==> config.mk <==
export PLATFORM = sky130hd
export DESIGN_NAME = prog_loader_flat
export DESIGN_NICKNAME = d
export VERILOG_FILES = /design/src/rtl/prog_loader_if.sv /design/src/rtl/prog_loader.sv /design/src/flat_wrapper.sv
export SDC_FILE = /design/constraint.sdc
export NUM_CORES = 1
export LEC_CHECK = 0
export BUFFER_PORTS_ARGS = -buffer_cell sky130_fd_sc_hd__buf_4
export CELL_PAD_IN_SITES_DETAIL_PLACEMENT = 1
export CELL_PAD_IN_SITES_GLOBAL_PLACEMENT = 1
export CORE_ASPECT_RATIO = 1.1
export CORE_MARGIN = 5
export CORE_UTILIZATION = 30
export DETAILED_ROUTE_END_ITERATION = 16
export GPL_TIMING_DRIVEN = 0
export PLACE_DENSITY_LB_ADDON = 0.1
export REMOVE_ABC_BUFFERS = 1
export SLEW_MARGIN = 40
export SYNTH_ARGS = -nofsm -noshare
export SYNTH_HDL_FRONTEND = slang
export SYNTH_SLANG_ARGS = --single-unit
==> constraint.sdc <==
create_clock -name clk -period 1.8 [get_ports clk]
set_input_delay 0.27 -clock clk [delete_from_list [all_inputs] [get_ports clk]]
set_output_delay 0.27 -clock clk [all_outputs]
set_load 0.02 [all_outputs]
==> src/rtl/prog_loader_if.sv <==
// Valid/ready word stream from the host into the boot loader.
// The source drives valid/data/last and the loader returns ready.
interface prog_loader_if #(
  parameter int DATA_W = 32
) ();
  logic              s_valid;
  logic [DATA_W-1:0] s_data;
  logic              s_last;
  logic              s_ready;

  modport master (
    output s_valid, s_data, s_last,
    input  s_ready
  );

  modport slave (
    input  s_valid, s_data, s_last,
    output s_ready
  );
endinterface

==> src/rtl/prog_loader.sv <==
// Boot loader: streams the instruction segment into imem from address 0 and the
// data segment into dmem from DMEM_BASE, holding the CPU in reset until both are in.
//
//   state  | meaning
//   IDLE   | after reset, CPU held in reset, waiting for start
//   LOAD_I | accepting instruction words into imem
//   LOAD_D | accepting data words into dmem
//   RUN    | both segments loaded, CPU released, done asserted
//   ERR    | segment overflow, CPU held in reset, error asserted
module prog_loader #(
  parameter int DATA_W     = 32,
  parameter int ADDR_W     = 8,
  parameter int IMEM_WORDS = 64,
  parameter int DMEM_BASE  = 16,
  parameter int DMEM_WORDS = 16
) (
  input  logic              clk,
  input  logic              rst_n,
  input  logic              start,
  prog_loader_if.slave      strm,
  output logic              imem_we,
  output logic [ADDR_W-1:0] imem_addr,
  output logic [DATA_W-1:0] imem_wdata,
  output logic              dmem_we,
  output logic [ADDR_W-1:0] dmem_addr,
  output logic [DATA_W-1:0] dmem_wdata,
  output logic              cpu_rst_n,
  output logic              done,
  output logic              error,
  output logic [ADDR_W:0]   i_count,
  output logic [ADDR_W:0]   d_count
);

  localparam logic [ADDR_W:0]   I_CAP  = (ADDR_W+1)'(IMEM_WORDS);
  localparam logic [ADDR_W:0]   D_CAP  = (ADDR_W+1)'(DMEM_WORDS);
  localparam logic [ADDR_W-1:0] D_BASE = ADDR_W'(DMEM_BASE);

  typedef enum logic [2:0] {
    IDLE   = 3'd0,
    LOAD_I = 3'd1,
    LOAD_D = 3'd2,
    RUN    = 3'd3,
    ERR    = 3'd4
  } state_t;

  state_t            state, state_nx;
  logic              xfer;
  logic [ADDR_W:0]   i_count_nx, d_count_nx;
  logic              imem_we_nx, dmem_we_nx;
  logic [ADDR_W-1:0] imem_addr_nx, dmem_addr_nx;
  logic [DATA_W-1:0] imem_wdata_nx, dmem_wdata_nx;
  logic              cpu_rst_n_nx, done_nx, error_nx;

  // ready depends on registered state only, so it never combinationally follows valid
  assign strm.s_ready = (state == LOAD_I) || (state == LOAD_D);
  assign xfer         = strm.s_valid && strm.s_ready;

  always_comb begin
    state_nx      = state;
    i_count_nx    = i_count;
    d_count_nx    = d_count;
    imem_we_nx    = 1'b0;
    imem_addr_nx  = imem_addr;
    imem_wdata_nx = imem_wdata;
    dmem_we_nx    = 1'b0;
    dmem_addr_nx  = dmem_addr;
    dmem_wdata_nx = dmem_wdata;

    case (state)
      IDLE, RUN, ERR: begin
        if (start) begin
          state_nx   = LOAD_I;
          i_count_nx = '0;
          d_count_nx = '0;
        end
      end
      LOAD_I: begin
        if (xfer) begin
          if (i_count == I_CAP) begin
            state_nx = ERR;
          end else begin
            imem_we_nx    = 1'b1;
            imem_addr_nx  = i_count[ADDR_W-1:0];
            imem_wdata_nx = strm.s_data;
            i_count_nx    = i_count + 1'b1;
            if (strm.s_last) state_nx = LOAD_D;
          end
        end
      end
      LOAD_D: begin
        if (xfer) begin
          if (d_count == D_CAP) begin
            state_nx = ERR;
          end else begin
            dmem_we_nx    = 1'b1;
            dmem_addr_nx  = D_BASE + d_count[ADDR_W-1:0];
            dmem_wdata_nx = strm.s_data;
            d_count_nx    = d_count + 1'b1;
            if (strm.s_last) state_nx = RUN;
          end
        end
      end
      default: state_nx = IDLE;
    endcase

    // status flags are registered decodes of the state being entered
    cpu_rst_n_nx = (state_nx == RUN);
    done_nx      = (state_nx == RUN);
    error_nx     = (state_nx == ERR);
  end

  always_ff @(posedge clk or negedge rst_n) begin
    if (!rst_n) begin
      state      <= IDLE;
      i_count    <= '0;
      d_count    <= '0;
      imem_we    <= 1'b0;
      imem_addr  <= '0;
      imem_wdata <= '0;
      dmem_we    <= 1'b0;
      dmem_addr  <= '0;
      dmem_wdata <= '0;
      cpu_rst_n  <= 1'b0;
      done       <= 1'b0;
      error      <= 1'b0;
    end else begin
      state      <= state_nx;
      i_count    <= i_count_nx;
      d_count    <= d_count_nx;
      imem_we    <= imem_we_nx;
      imem_addr  <= imem_addr_nx;
      imem_wdata <= imem_wdata_nx;
      dmem_we    <= dmem_we_nx;
      dmem_addr  <= dmem_addr_nx;
      dmem_wdata <= dmem_wdata_nx;
      cpu_rst_n  <= cpu_rst_n_nx;
      done       <= done_nx;
      error      <= error_nx;
    end
  end

endmodule
==> src/flat_wrapper.sv <==
// flat-port wrapper written by rule: the top's interface ports become plain ports
module prog_loader_flat 
#(
  parameter int DATA_W     = 32,
  parameter int ADDR_W     = 8,
  parameter int IMEM_WORDS = 64,
  parameter int DMEM_BASE  = 16,
  parameter int DMEM_WORDS = 16
)
  (clk, rst_n, start, imem_we, imem_addr, imem_wdata, dmem_we, dmem_addr, dmem_wdata, cpu_rst_n, done, error, i_count, d_count, strm_s_valid, strm_s_data, strm_s_last, strm_s_ready);
  prog_loader_if #(.DATA_W(DATA_W)) strm_i ();
  input  logic clk;
  input  logic rst_n;
  input  logic start;
  output logic imem_we;
  output logic [ADDR_W-1:0] imem_addr;
  output logic [DATA_W-1:0] imem_wdata;
  output logic dmem_we;
  output logic [ADDR_W-1:0] dmem_addr;
  output logic [DATA_W-1:0] dmem_wdata;
  output logic cpu_rst_n;
  output logic done;
  output logic error;
  output logic [ADDR_W:0] i_count;
  output logic [ADDR_W:0] d_count;
  input wire logic [$bits(strm_i.s_valid)-1:0] strm_s_valid;
  input wire logic [$bits(strm_i.s_data)-1:0] strm_s_data;
  input wire logic [$bits(strm_i.s_last)-1:0] strm_s_last;
  output wire logic [$bits(strm_i.s_ready)-1:0] strm_s_ready;
  assign strm_i.s_valid = strm_s_valid;
  assign strm_i.s_data = strm_s_data;
  assign strm_i.s_last = strm_s_last;
  assign strm_s_ready = strm_i.s_ready;
  prog_loader #(.DATA_W(DATA_W), .ADDR_W(ADDR_W), .IMEM_WORDS(IMEM_WORDS), .DMEM_BASE(DMEM_BASE), .DMEM_WORDS(DMEM_WORDS)) u_core (.clk(clk), .rst_n(rst_n), .start(start), .strm(strm_i), .imem_we(imem_we), .imem_addr(imem_addr), .imem_wdata(imem_wdata), .dmem_we(dmem_we), .dmem_addr(dmem_addr), .dmem_wdata(dmem_wdata), .cpu_rst_n(cpu_rst_n), .done(done), .error(error), .i_count(i_count), .d_count(d_count));
endmodule
Yosys cells after proc, flatten, opt, wreduce, memory -nomap -nowiden:

Cells that the tools add are included.

* flip-flop bits (word level): 105
* input port bits: 37
* output and inout bits: 104
* logic and storage cells: 60

* add/subtract/negate cells: 3
* equality and inequality tests: 13
* mux-type cells: 21
* bitwise logic cells: 2
* reduce and logical (&&, ||, !) cells: 10

Operator list (number)
* 9-bit 2-to-1 mux: 5
* 9-bit one-hot mux with 2 select lines: 2
* 3-bit 2-to-1 mux: 7
* 9-bit by 1-bit adder with 9-bit output, second input constant: 2
* 3-bit by 2-bit equality test with 1-bit output, second input constant: 3
* 9-bit by 5-bit equality test with 1-bit output, second input constant: 1
* 9-bit by 7-bit equality test with 1-bit output, second input constant: 1
* 3-bit one-hot mux with 3 select lines: 1
* 5-bit by 8-bit adder with 8-bit output, first input constant: 1
* 4-bit AND reduction: 2
* 3-bit equality test, second input constant: 2
* 1-bit 2-to-1 mux: 6
* 2-bit != test, second input constant: 3
* 3-bit AND reduction: 2
* 2-bit by 1-bit != test with 1-bit output, second input constant: 2
* 2-bit nonzero test: 2
* 3-bit by 1-bit equality test with 1-bit output, second input constant: 1
* 3-bit logical NOT: 1
* 3-bit OR reduction: 1
* 1-bit NOT: 2
* 1-bit logical AND: 1
* 1-bit logical OR: 1

Depth between registers and ports, before layout:

* word-level depth: 6
* mapped depth: 8
* mapped depth without buffers: 6

Least setup slack after synthesis:

No wires, ideal clock.

* path type: register to register
* start: reg u_core.d_count[2]
* end: reg u_core.dmem_addr[2]
* arrival time: 1.946 ns
* required time: 1.675 ns
* path slack: -0.271 ns
* cell stages (with the launch flop): 6
* period minus slack after synthesis: 2.071 ns
* path through: dfrtp_1 clkbuf_2 or4_4 o21ai_4 buf_6 mux2_2

* word-level cells in the longest chain between the ends: 3
* elaborated cells on any way between the ends: 4
* classes of those cells: add/sub: 1; eq/ne: 1; bitwise: 1; reduce/logical: 1

Ends and longest elaborated chain
* start: declaration: RTL line prog_loader.sv:31 `output logic [ADDR_W:0] d_count`
* start signal: assignment: RTL line prog_loader.sv:129 `d_count <= d_count_nx;`
* branches (longest 3 deep; another with 5-bit by 8-bit adder with 8-bit output)
* end signal: assignment: RTL line prog_loader.sv:134 `dmem_addr <= dmem_addr_nx;`
* end: declaration: RTL line prog_loader.sv:25 `output logic [ADDR_W-1:0] dmem_addr,`

Parallel ways; which one is timed is not known.
A chain may end at the register's enable or synchronous reset.

Final worst setup path:

* start: reg u_core.d_count[3]
* end: reg u_core.dmem_wdata[18]

* word-level cells in the longest chain between the ends: 3

Ends and longest elaborated chain
* 9-bit by 5-bit equality test with 1-bit output: RTL line prog_loader.sv:92 `if (d_count == D_CAP) begin`
* 1-bit NOT (no line)
* 3-bit AND reduction (no line)
* end signal: assignment: RTL line prog_loader.sv:135 `dmem_wdata <= dmem_wdata_nx;`
* end: declaration: RTL line prog_loader.sv:26 `output logic [DATA_W-1:0] dmem_wdata,`

Every way passes these cells.

==> metrics.txt <==
min-delay src=strm_s_data[22]; Total GRT Usage=14.2%; Max-Cap Viols=0; Reg2Reg Depth=5; switching power share of the total=35.8%; fin nets=540; failing checks=setup timing; area of the core=14400 µm²; Avg Vias per Cell=4.65; Cell Area, Synth=4390 µm²; CTS H-Tree Depth=3; post-synthesis instance total=327; critical path endpoint category=register; minimum clock period=1.92 ns; Place WS=-0.610 ns; clk sinks=105; Initial DRC Count=115; Critical Path RT=2.04 ns; Total Power=11.0 mW; clock skew=0.00594 ns; final slew viol count=0; clock buffer depth=2; Cell Count, Final, Fillers Out=694; vias=3226; Clk Latency, worst-skew pair=0.35 ns; Yosys reg bits=105; Comb pwr share=45.4%; DRT Wirelength=12200 µm; CTS tree=done; vias in the first global route=3579; Die W=125 µm; RSZ-0062 raised after global routing=yes; sequential share of the synthesized area=59.9%; Setup TNS Final=-2.56 ns; first-pass GRT wire length=19200 µm; P&R area growth vs syn=49.5%; Final GP Congestion=0.701; Final setup viols=33; clock share of power=20.2%; Setup WS post-layout=-0.118 ns; Routed Antenna Nets=0; critical path startpoint=u_core.d_count[3]$_DFFE_PN0P_; First-pass DRT Iterations=4; Placed Cells=649; register area=2640 µm²; Final Hold Viols=0; die height=137 µm; worst reg2reg startpoint=u_core.d_count[3]$_DFFE_PN0P_; Final period util=107%; GR Overflow Total=0; starting density of the core=30.5%; leak pwr=3.17 nW; # DRC=0; dpl hpwl=8210 µm; Critical Path Start Type=register; Buffers on Ports=140; HP Class=primary input to register; Sequential Power Share=34.4%; outcome=complete, but fails checks; die area=17100 µm²; Internal=7.03 mW; worst vdd ir=0.823 mV; syn avg cell area=13.4 µm²; switching power total=3.93 mW; total CTS buffers=9; hold_ws=0.139 ns; final core occ=45.6%; Worst Path Max Fanout=12; WHS Endpoint=u_core.dmem_wdata[22]$_DFFE_PN0P_; Slew @ Worst Pin=0.470 ns; WHS Path Cells=2; # rows=46; Root Buffer=clkbuf_16; Final Cell Area=6560 µm²; Pwr Density=1670 nW/µm²; drt wl/cell=17.6 µm; # IOs=141; Worst-path clk slew=0.08 ns; Max-slew headroom=68.4%; Critical R2R Capture=u_core.dmem_wdata[18]$_DFFE_PN0P_; Antenna Cells=0; largest net degree at the start of global routing=106; register-to-register setup slack=-0.12 ns; post-synth cell types=42; critical path type=register to register; area of the multi-input gates=1790 µm²; Filler cells=1509; initial antenna violation count=0; Critical Path AT=2.16 ns; ratio of cells with drive above 1 in the final layout=57.6%; fmax=521 MHz; Synth warnings=0; Post-Place Cell Area=5700 µm²
## per-layer routing
layer	part of all wire (%)	vias to the layer above	GRT usage, %
met5	0	-	0
met4	1.6	0	5.78
met3	11	14	7.26
met2	47	98	22.5
met1	41	1626	16.5
li1	-	1488	-
## how the worst max path moves through the flow
| stage | to |
|---|---|
| after global routing | u_core.dmem_wdata[29]$_DFFE_PN0P_ |
| after detailed placement | u_core.dmem_wdata[10]$_DFFE_PN0P_ |
| after CTS | u_core.dmem_wdata[10]$_DFFE_PN0P_ |
| after floorplan | u_core.imem_addr[0]$_DFFE_PN0P_ |
| final | u_core.dmem_wdata[18]$_DFFE_PN0P_ |
| after global placement | u_core.imem_wdata[11]$_DFFE_PN0P_ |
## cell usage in the layout (no fill, tap or decap), drive strengths merged, types with 2 or more instances in the layout
| master | Yosys | final |
|---|---|---|
| buf | 12 | 172 |
| dfrtp | 105 | 105 |
| mux2 | 72 | 72 |
| inv | 15 | 18 |
| nand2 | 16 | 16 |
| o21ai | 14 | 14 |
| nor2 | 13 | 13 |
| clkbuf | 4 | 12 |
| nand3 | 8 | 8 |
| xnor2 | 7 | 7 |
| a21oi | 6 | 6 |
| nor3 | 6 | 6 |
| ha | 6 | 6 |
| xor2 | 4 | 4 |
| mux2i | 3 | 3 |
| or3 | 3 | 3 |
| nand4 | 3 | 3 |
| o211ai | 3 | 3 |
| o31ai | 3 | 3 |
| nor4b | 3 | 3 |
| or4 | 3 | 3 |
| or3b | 2 | 2 |
| a32o | 2 | 2 |
| bufinv | 0 | 2 |
| nand4bb | 2 | 2 |
## cell families after synthesis
logic type,count (synthesis),share of synthesized area (%)
flip-flops,105,59.9
multiplexers,75,19.2
AND/OR/NAND/NOR,66,8.47
AO/OA/AOI/OAI,33,4.85
buffers and inverters,31,3.71
XOR/XNOR,11,2.20
adder cells (fa/ha/maj),6,1.71
## worst max-delay path, cell delays in order (launching register included)
cell	delay, ns
dfrtp_2	0.41
or4_4	0.55
o21ai_4	0.20
buf_12	0.16
buf_12	0.15
mux2_2	0.34
## timing repair
item                                   4_1_cts  5_1_grt
pin swaps                                    3        2
gates cloned                                 0        2
setup endpoints to repair                   90       72
setup buffers                               18        7
hold buffers                                 1        0
endpoints found under the hold margin        3        0
resized for setup                           38       29
## synth_stat cells (all sizes together)
cell type / number / area [µm²]
nand4: 3 / 18.8
buf: 12 / 88.8
o21a: 1 / 7.51
and4b: 1 / 10.0
nor4: 1 / 6.26
xor2: 4 / 35.0
dfrtp: 105 / 2630
a21o: 1 / 7.51
nand4bb: 2 / 22.5
nor2: 13 / 48.8
nand3: 8 / 40.0
o211ai: 3 / 22.5
or3b: 2 / 17.5
or4: 3 / 26.3
nor3: 6 / 30.0
and4bb: 1 / 12.5
o21ai: 14 / 81.3
a2bb2oi: 1 / 8.76
o31ai: 3 / 22.5
a31oi: 1 / 6.26
nor4b: 3 / 26.3
and3b: 1 / 8.76
o22ai: 1 / 6.26
a32o: 2 / 20.0
nand3b: 1 / 7.51
xnor2: 7 / 61.3
a21oi: 6 / 30.0
clkbuf: 4 / 17.5
nor3b: 1 / 7.51
mux2: 72 / 811
inv: 15 / 56.3
or3: 3 / 18.8
nor4bb: 1 / 10.0
ha: 6 / 75.1
mux2i: 3 / 30.0
nand2: 16 / 60.1
## area by class of cell
| type | count | share of cell area [%] |
|---|---|---|
| repair buffers | 175 | 22.7 |
| well taps | 192 | 3.66 |
| clock inverters | 6 | 1.49 |
| inverters | 15 | 0.859 |
| multi-input cells | 191 | 27.4 |
| clock buffers | 10 | 3.65 |
| flip-flops and latches | 105 | 40.3 |
## power groups by stage
stage          clock (mW)  combinational, mW  sequential (mW)
3_5_place_dp            0               4.43             3.81
4_1_cts              2.30               4.80             3.76
3_3_place_gp            0               4.26             3.75
6_report             2.22               4.98             3.77
5_1_grt              2.41               5.29             3.90
2_1_floorplan           0               1.30             4.79
## registers in the layout, indices dropped and copies added (netlist names)
register           flops
u_core.cpu_rst_n       1
u_core.d_count         9
u_core.dmem_addr       8
u_core.dmem_wdata     32
u_core.dmem_we         1
u_core.error           1
u_core.i_count         9
u_core.imem_addr       8
u_core.imem_wdata     32
u_core.imem_we         1
u_core.state           3
Note: power is estimated with default switching activity, not from simulation.
